--- src/rtl/decoder_scan_sequencer.sv ---
// Round-robin scan driver for a 2x4 decoder: sel/en with a blanking gap between slots.
// Optional frame counter outputs are built when SCAN_FRAME_CNT_EN is defined.
module decoder_scan_sequencer #(
    parameter int SLOT_CYCLES  = 4,
    parameter int BLANK_CYCLES = 1,
    parameter int CNT_W        = 8
) (
    input  logic       clk,
    input  logic       rst_n,
    input  logic       start,
    input  logic       stop,
    input  logic [3:0] mask,
    output logic [1:0] sel,
    output logic       en,
    output logic       slot_start,
    output logic       busy
`ifdef SCAN_FRAME_CNT_EN
    ,
    output logic       frame_pulse,
    output logic [7:0] frame_cnt
`endif
);

    typedef enum logic [1:0] {IDLE, BLANK, ACTIVE} state_t;

    localparam logic [CNT_W-1:0] SLOT_LAST  = CNT_W'(SLOT_CYCLES - 1);
    localparam logic [CNT_W-1:0] BLANK_LAST = CNT_W'(BLANK_CYCLES - 1);

    state_t           state_q, state_d;
    logic [CNT_W-1:0] cnt_q, cnt_d;
    logic [1:0]       sel_q, sel_d;
    logic             en_q, en_d;
    logic             slot_start_q, slot_start_d;
    logic             busy_q, busy_d;
    logic [1:0]       lowest_idx, next_idx, cand;
    logic             act_last, blank_last, slot_done;

    assign act_last   = (cnt_q == SLOT_LAST);
    assign blank_last = (cnt_q == BLANK_LAST);
    assign slot_done  = (state_q == ACTIVE) && act_last;

    // Slot search: iterate from the far end so the nearest candidate wins.
    // Offset 4 aliases back to sel_q, giving the single-slot case last priority.
    always_comb begin
        lowest_idx = 2'd0;
        for (int i = 3; i >= 0; i--)
            if (mask[i]) lowest_idx = 2'(i);
        next_idx = sel_q;
        cand     = sel_q;
        for (int off = 4; off >= 1; off--) begin
            cand = sel_q + off[1:0];
            if (mask[cand]) next_idx = cand;
        end
    end

    always_ff @(posedge clk or negedge rst_n) begin
        if (!rst_n) begin
            state_q      <= IDLE;
            cnt_q        <= '0;
            sel_q        <= 2'd0;
            en_q         <= 1'b0;
            slot_start_q <= 1'b0;
            busy_q       <= 1'b0;
        end else begin
            state_q      <= state_d;
            cnt_q        <= cnt_d;
            sel_q        <= sel_d;
            en_q         <= en_d;
            slot_start_q <= slot_start_d;
            busy_q       <= busy_d;
        end
    end

    always_comb begin
        state_d = state_q;
        cnt_d   = cnt_q;
        case (state_q)
            IDLE: begin
                if (start && (mask != 4'd0)) begin
                    state_d = (BLANK_CYCLES > 0) ? BLANK : ACTIVE;
                    cnt_d   = '0;
                end
            end
            BLANK: begin
                if (blank_last) begin
                    state_d = ACTIVE;
                    cnt_d   = '0;
                end else begin
                    cnt_d = cnt_q + 1'b1;
                end
            end
            ACTIVE: begin
                if (act_last) begin
                    cnt_d = '0;
                    if (mask == 4'd0)          state_d = IDLE;
                    else if (BLANK_CYCLES > 0) state_d = BLANK;
                    else                       state_d = ACTIVE;
                end else begin
                    cnt_d = cnt_q + 1'b1;
                end
            end
            default: state_d = IDLE;
        endcase
        if (stop) begin
            state_d = IDLE;
            cnt_d   = '0;
        end
    end

    // Registered outputs are derived from the upcoming state so they line up with it.
    always_comb begin
        en_d         = (state_d == ACTIVE);
        busy_d       = (state_d != IDLE);
        slot_start_d = (state_d == ACTIVE) && ((state_q != ACTIVE) || slot_done);
        sel_d        = sel_q;
        if ((state_q == IDLE) && (state_d != IDLE))
            sel_d = lowest_idx;
        else if (slot_done && (state_d != IDLE))
            sel_d = next_idx;
    end

    assign sel        = sel_q;
    assign en         = en_q;
    assign slot_start = slot_start_q;
    assign busy       = busy_q;

`ifdef SCAN_FRAME_CNT_EN
    logic       frame_pulse_q, frame_pulse_d;
    logic [7:0] frame_cnt_q, frame_cnt_d;

    always_comb begin
        frame_pulse_d = slot_done && (state_d != IDLE) && (next_idx <= sel_q);
        frame_cnt_d   = frame_cnt_q + {7'd0, frame_pulse_d};
    end

    always_ff @(posedge clk or negedge rst_n) begin
        if (!rst_n) begin
            frame_pulse_q <= 1'b0;
            frame_cnt_q   <= 8'd0;
        end else begin
            frame_pulse_q <= frame_pulse_d;
            frame_cnt_q   <= frame_cnt_d;
        end
    end

    assign frame_pulse = frame_pulse_q;
    assign frame_cnt   = frame_cnt_q;
`endif

endmodule

--- config.mk ---
export PLATFORM = sky130hd
export DESIGN_NAME = decoder_scan_sequencer
export DESIGN_NICKNAME = d
export VERILOG_FILES = /design/src/rtl/decoder_scan_sequencer.sv
export SDC_FILE = /design/constraint.sdc
export NUM_CORES = 1
export LEC_CHECK = 0
export BUFFER_PORTS_ARGS = -buffer_cell sky130_fd_sc_hd__buf_4
export CORE_MARGIN = 2
export CORE_UTILIZATION = 40
export CTS_BUF_LIST = sky130_fd_sc_hd__clkbuf_16
export CTS_CLUSTER_SIZE = 14
export DETAILED_ROUTE_END_ITERATION = 6
export GPL_TIMING_DRIVEN = 0
export HOLD_SLACK_MARGIN = 0.06
export PLACE_DENSITY = 0.59
export SYNTH_ARGS = -nofsm -noshare
export SYNTH_HDL_FRONTEND = slang
export SYNTH_SLANG_ARGS = --single-unit
--- constraint.sdc ---
create_clock -name clk -period 5.3 [get_ports clk]
set_clock_uncertainty 0.2 [all_clocks]
set_input_delay 0.795 -clock clk [delete_from_list [all_inputs] [get_ports clk]]
set_output_delay 0.795 -clock clk [all_outputs]
set_load 0.1 [all_outputs]
==> results of run 1 <==
## state kept, by name, summed over array words and instances, names as in the netlist
name and cells:
en 1, state_q 2, busy 1, sel 2
slot_start 1, cnt_q 8
## kinds of logic after synthesis
logic type / after synthesis / share of synthesized area, %
simple gates: 46 / 22.6
compound gates: 38 / 28.9
buf+inv: 15 / 4.93
flops: 15 / 32.9
fa+ha+maj: 6 / 6.57
xor+xnor: 3 / 2.30
mux: 2 / 1.86
## routing by layer
| layer | global-route usage, % | vias up | wire [µm] |
|---|---|---|---|
| li1 | - | 503 | - |
| met1 | 25.0 | 492 | 1220 |
| met2 | 24.4 | 21 | 1080 |
| met3 | 3.17 | 6 | 119 |
| met4 | 9.97 | 0 | 60 |
| met5 | 0 | - | 0 |
## cell usage after synthesis (2+ instances only)
cell type,n
dfrtp_1,15
inv_1,12
nor2_1,12
ha_1,6
a21oi_1,5
nand2_1,5
nand3_1,5
nor3_1,5
nor2b_1,4
o2111ai_1,4
o21ai_1,4
a22o_1,3
and2_1,3
clkbuf_1,3
a21o_1,2
nand4_1,2
o211ai_1,2
o21ai_0,2
or4_4,2
xnor2_1,2
## worst max-delay path by stage
stage / from / endpoint / slack, ns / cells past startpoint
3_5_place_dp: mask[1] / cnt_q[0] / 2.51 / 5
4_1_cts: mask[1] / cnt_q[0] / 2.79 / 5
2_1_floorplan: sel[0] / sel[1] / 2.78 / 6
3_3_place_gp: mask[1] / cnt_q[0] / 2.52 / 5
5_1_grt: mask[1] / cnt_q[0] / 2.68 / 5
6_report: mask[1] / cnt_q[0] / 2.79 / 5
## power by group
| group | switching, mW | leakage (nW) | internal [mW] |
|---|---|---|---|
| Combinational | 0.159 | 0.323 | 0.0653 |
| Clock | 0.0464 | 0.0423 | 0.100 |
| Sequential | 0.00702 | 0.203 | 0.127 |
| Total | 0.212 | 0.569 | 0.292 |
## final cells by class
class                           instances  area (µm²)  area share (%)
Buffer                                  3        11.3           0.834
Clock buffer                            3        75.1            5.56
Clock inverter                          1        3.75           0.278
Inverter                               12        45.0            3.34
Multi-Input combinational cell         95         711            52.6
Sequential cell                        15         375            27.8
Tap cell                               31        38.8            2.87
Timing Repair Buffer                   12        90.1            6.67
## placed cells by master, fill, tap and decap left out, types with 2 or more instances in the layout
cell | Yosys | layout
dfrtp_1 | 15 | 15
inv_1 | 12 | 13
nor2_1 | 12 | 12
buf_4 | 0 | 12
ha_1 | 6 | 6
nand3_1 | 5 | 5
a21oi_1 | 5 | 5
nand2_1 | 5 | 5
nor3_1 | 5 | 5
nor2b_1 | 4 | 4
o21ai_1 | 4 | 4
o2111ai_1 | 4 | 4
and2_1 | 3 | 3
clkbuf_1 | 3 | 3
a22o_1 | 3 | 3
clkbuf_16 | 0 | 3
or4_4 | 2 | 2
nand4_1 | 2 | 2
o21ai_0 | 2 | 2
a21o_1 | 2 | 2
xnor2_1 | 2 | 2
o211ai_1 | 2 | 2
## worst reg2reg max path: stages (launching register included)
cell	delay (ns)
dfrtp_1	0.42
inv_1	0.09
ha_1	0.21
clkbuf_1	0.23
o31ai_1	0.41
a41oi_2	0.28
or2_4	0.33
o2111ai_1	0.17
==> run summary, run 1 <==
Max Freq -> 399 MHz
Core Rows -> 19
# hold bufs at CTS -> 0
Initial antenna violation count -> 0
Vias -> 1,022
CP max-delay cell -> or4_4
RR Endpoint -> sel[1]
Cell Pwr Density -> 373 nW/µm²
Die Height -> 57.4 µm
Seq/Total Area, Yosys -> 32.9%
Cell variety after synth -> 47
Worst Path Max Fanout -> 8
Hold crit path type -> input port to async pin
Yosys warnings -> 0
Dominant cell type by area after synthesis -> dfrtp_1
Synth area leaders -> dfrtp_1 (33%), ha_1 (6.6%), inv_1 (3.9%), nor2_1 (3.9%), o2111ai_1 (3.1%)
Vias in the first global route -> 979
Peak VDD IR -> 0.343 mV
Final ANT Viol Nets -> 0
CP top delay family -> simple AND/OR/NAND/NOR gates
Fin cells -> 172
Routed len/inst -> 14.4 µm
Clock sinks -> 15
Fin Hold WS -> 0.194 ns
Hold Violations, Final -> 0
Net Count, Synth -> 139
Filler cell count -> 257
Crit Path Class -> input port to register
Hpwl dp -> 1890 µm
Routability Congestion -> 0.874
Post-Syn Area -> 1140 µm²
Period utilisation layout -> 47.3%
Clk root buf -> clkbuf_16
Total Power -> 0.504 mW
Core ar. -> 2730 µm²
# IOs -> 13
Initial Utilization -> 41.8%
Most common flop cell mapped by yosys -> dfrtp_1
First-pass GRT wire length -> 4430 µm
CP Launch Type -> input port
Worst-case clock buffer depth -> 2
Final setup margin -> 2.79 ns
DRT Pass-1 Iters -> 4
Largest net degree at the start of global routing -> 16
Fin util -> 49.4%
Post-synth ARST share -> 100%
CP Cell Sequence -> buf_4 > or4_4 > a311oi_2 > nor2_2 > mux2_2
Max-Cap Viols -> 0
Routed vias/inst -> 5.94
DP Area -> 1270 µm²
Flop2flop setup slack -> 2.88 ns
Reg2Reg Depth -> 7
CP bufs+invs -> 1
Slew Viols, Final -> 0
Post-synth EDFFs -> 0
CTS tree -> yes
Worst-margin pin slew -> 0.516 ns
Port bufs -> 12
GR Overflow Total -> 0
Total GRT Usage -> 17.4%
Data required, critical path -> 5.23 ns
Layout Area Growth over Synthesis -> 18.2%
Die Wd -> 57.4 µm
# setup viols final -> 0
Worst path max stage delay -> 0.56 ns
Setup TNS -> 0 ns
DIE AREA -> 3300 µm²
Mean post-synth cell area -> 9.14 µm²
Cell count after placement -> 168
Nets -> 156
RSZ-0062 raised after global routing -> no
Mapped Cells -> 125
H-tree Lvls -> 1
DRT iter0 DRCs -> 34
Register bit count reported by yosys -> 15
Clock latency at the later pin of the worst-skew pair -> 0.25 ns
Endpoint type of the worst setup path -> register
Post-cts sizing count -> 0
Crit path time final -> 2.51 ns
Worst-path clk slew -> 0.05 ns
DP Worst Slack -> 2.51 ns
Final WL -> 2470 µm
Relative slew slack -> 65.6%
Yosys top cell area share -> 32.9%
CTS Buf Count -> 3
Setup Buffers After CTS -> 0
Leak pwr -> 0.569 nW
Share of layout cells above drive strength 1 -> 19.1%
Cell area after layout -> 1350 µm²
Drc violations -> 0
Status -> completed
Arr. time, crit path -> 2.44 ns
FF-to-FF Start -> state_q[0]
ANT cells -> 0
Note: power is estimated with default switching activity, not from simulation.
==> run 2, diff against run 1 <==
- PLACE_DENSITY: 0.59 -> 0.61
- clock period: 5.3 -> 2.2 ns (I/O delays scaled with it)
==> run 2 against run 1 <==
The run now ends with setup timing left. Sequential share of layout area decreased by 2.7 points. Clock-buffer cell count did not move. Combinational power grew to 2.6 times the previous value. Die area stayed put. Wire length grew 10%. Utilization grew 7.0 points. Final cell count up 4.7%. Non-clock buffer count grew 8. Critical endpoint unchanged. Largest power group unchanged. Highest routed layer unchanged.
==> run summary, run 2 (same netlist as run 1, synthesis figures left out) <==
Initial Utilization -> 41.8%
Clock latency at the later pin of the worst-skew pair -> 0.25 ns
ANT cells -> 0
# IOs -> 13
Final WL -> 2730 µm
Hold_sp -> stop
Max Freq -> 454 MHz
RSZ-0062 raised after global routing -> yes
CP bufs+invs -> 1
Cell count after placement -> 168
FF-to-FF Start -> cnt_q[2]
Largest net degree at the start of global routing -> 16
Period utilisation layout -> 100%
Drc violations -> 0
H-tree Lvls -> 1
Fin Hold WS -> 0.221 ns
# setup viols final -> 1
Failing checks -> setup timing
Worst Path Max Fanout -> 6
Clk root buf -> clkbuf_16
Fin cells -> 180
DRT iter0 DRCs -> 43
Die Wd -> 57.4 µm
Endpoint type of the worst setup path -> register
Clock sinks -> 15
Total Power -> 1.30 mW
Vias -> 1,061
Routed vias/inst -> 5.89
Core ar. -> 2730 µm²
Setup TNS -> -0.00116 ns
Hpwl dp -> 1770 µm
Cell area after layout -> 1540 µm²
Worst-case clock buffer depth -> 2
GR Overflow Total -> 0
Data required, critical path -> 2.13 ns
Die Height -> 57.4 µm
Hold Path Stages -> 4
Final ANT Viol Nets -> 0
Hold Path Sink -> cnt_q[4]
Layout Area Growth over Synthesis -> 35.0%
Share of layout cells above drive strength 1 -> 36.2%
Nets -> 164
Flop2flop setup slack -> -0.001 ns
Multi-input gate area -> 817 µm²
Routability Congestion -> 0.807
Reg2Reg Depth -> 6
Total GRT Usage -> 17.2%
Relative slew slack -> 70.4%
Peak VDD IR -> 1.08 mV
Leak pwr -> 0.625 nW
Cell Pwr Density -> 840 nW/µm²
Core Rows -> 19
Final setup margin -> -0.00116 ns
Initial antenna violation count -> 0
CP top delay family -> simple AND/OR/NAND/NOR gates
Commonest non-fill, non-tap cells in the layout -> buf_4 (20), nor2_1 (12), inv_1 (11)
Status -> complete, but fails checks
Top reg by flops -> cnt_q
CP Launch Type -> register
Commonest non-fill, non-tap cell in the layout -> buf_4
FF+latch area -> 387 µm²
First-pass GRT wire length -> 4460 µm
Vias in the first global route -> 976
Hold Violations, Final -> 0
Routed len/inst -> 15.2 µm
DP Area -> 1280 µm²
Worst-margin pin slew -> 0.445 ns
Crit path time final -> 2.20 ns
Filler cell count -> 233
Crit Path Class -> register to register
Worst path max stage delay -> 0.57 ns
CTS tree -> yes
Slew Viols, Final -> 0
Port bufs -> 12
Arr. time, crit path -> 2.13 ns
Fin util -> 56.4%
Max-Cap Viols -> 0
Max FFs per register -> 8
Worst-path clk slew -> 0.05 ns
DP Worst Slack -> -0.210 ns
CTS Buf Count -> 3
CP max-delay cell -> or4_4
RR Endpoint -> cnt_q[0]
DIE AREA -> 3300 µm²
Hold crit path type -> input port to register
CP Cell Sequence -> or4_4 > o41ai_4 > buf_4 > a211o_4 > nor2_4 > mux2_4
DRT Pass-1 Iters -> 4
-- run 2: changes by cell type in the layout (fill, tap and decap cells not counted), sizes merged --
cell	delta
buf	+9
clkbuf	-2
clkinv	+1
dlygate4sd3	+1
inv	-1
-- run 2: worst max-delay path by stage --
stage | end | slack [ns] | depth (start not counted) | from
2_1_floorplan | sel[1] | 0.01 | 6 | sel[0]
3_3_place_gp | sel[1] | -0.16 | 7 | state_q[0]
3_5_place_dp | sel[0] | -0.21 | 7 | state_q[0]
4_1_cts | cnt_q[0] | -0.004 | 5 | cnt_q[2]
5_1_grt | sel[0] | -0.05 | 6 | cnt_q[2]
6_report | cnt_q[0] | -0.001 | 6 | cnt_q[2]
-- run 2: cell type report --
type	count	share of cell area, %
multi-input combinational	95	53.0
inverter	12	2.92
clock buffer	3	4.87
buffer	2	0.973
tap	31	2.51
timing repair buffer	21	10.4
clock inverter	1	0.324
sequential	15	25.1
-- run 2: timing repair --
item,in CTS,in global routing
gates resized for setup,14,14
pin swaps,2,6
setup endpoints to repair,10,9
buffers inserted,6,2
hold buffers,1,0
endpoints found under the hold margin,15,0
gates cloned,0,0
-- run 2: tightest hold or removal path: stages --
cell	delay [ns]
buf_4	0.12
a311oi_4	0.06
nand2_1	0.06
o21ai_1	0.05
-- run 2: metal layers --
metal	vias to the layer above	track usage, %	wire, µm
met1	524	23.9	1370
li1	514	-	-
met2	19	26.0	1240
met3	4	2.27	77
met5	-	0	0
met4	0	8.97	53
-- run 2: where the power goes --
| group | leakage, nW | switching [mW] | internal (mW) |
|---|---|---|---|
| clock network | 0.0409 | 0.111 | 0.243 |
| registers | 0.193 | 0.0430 | 0.314 |
| logic | 0.391 | 0.395 | 0.190 |
| total | 0.625 | 0.549 | 0.747 |
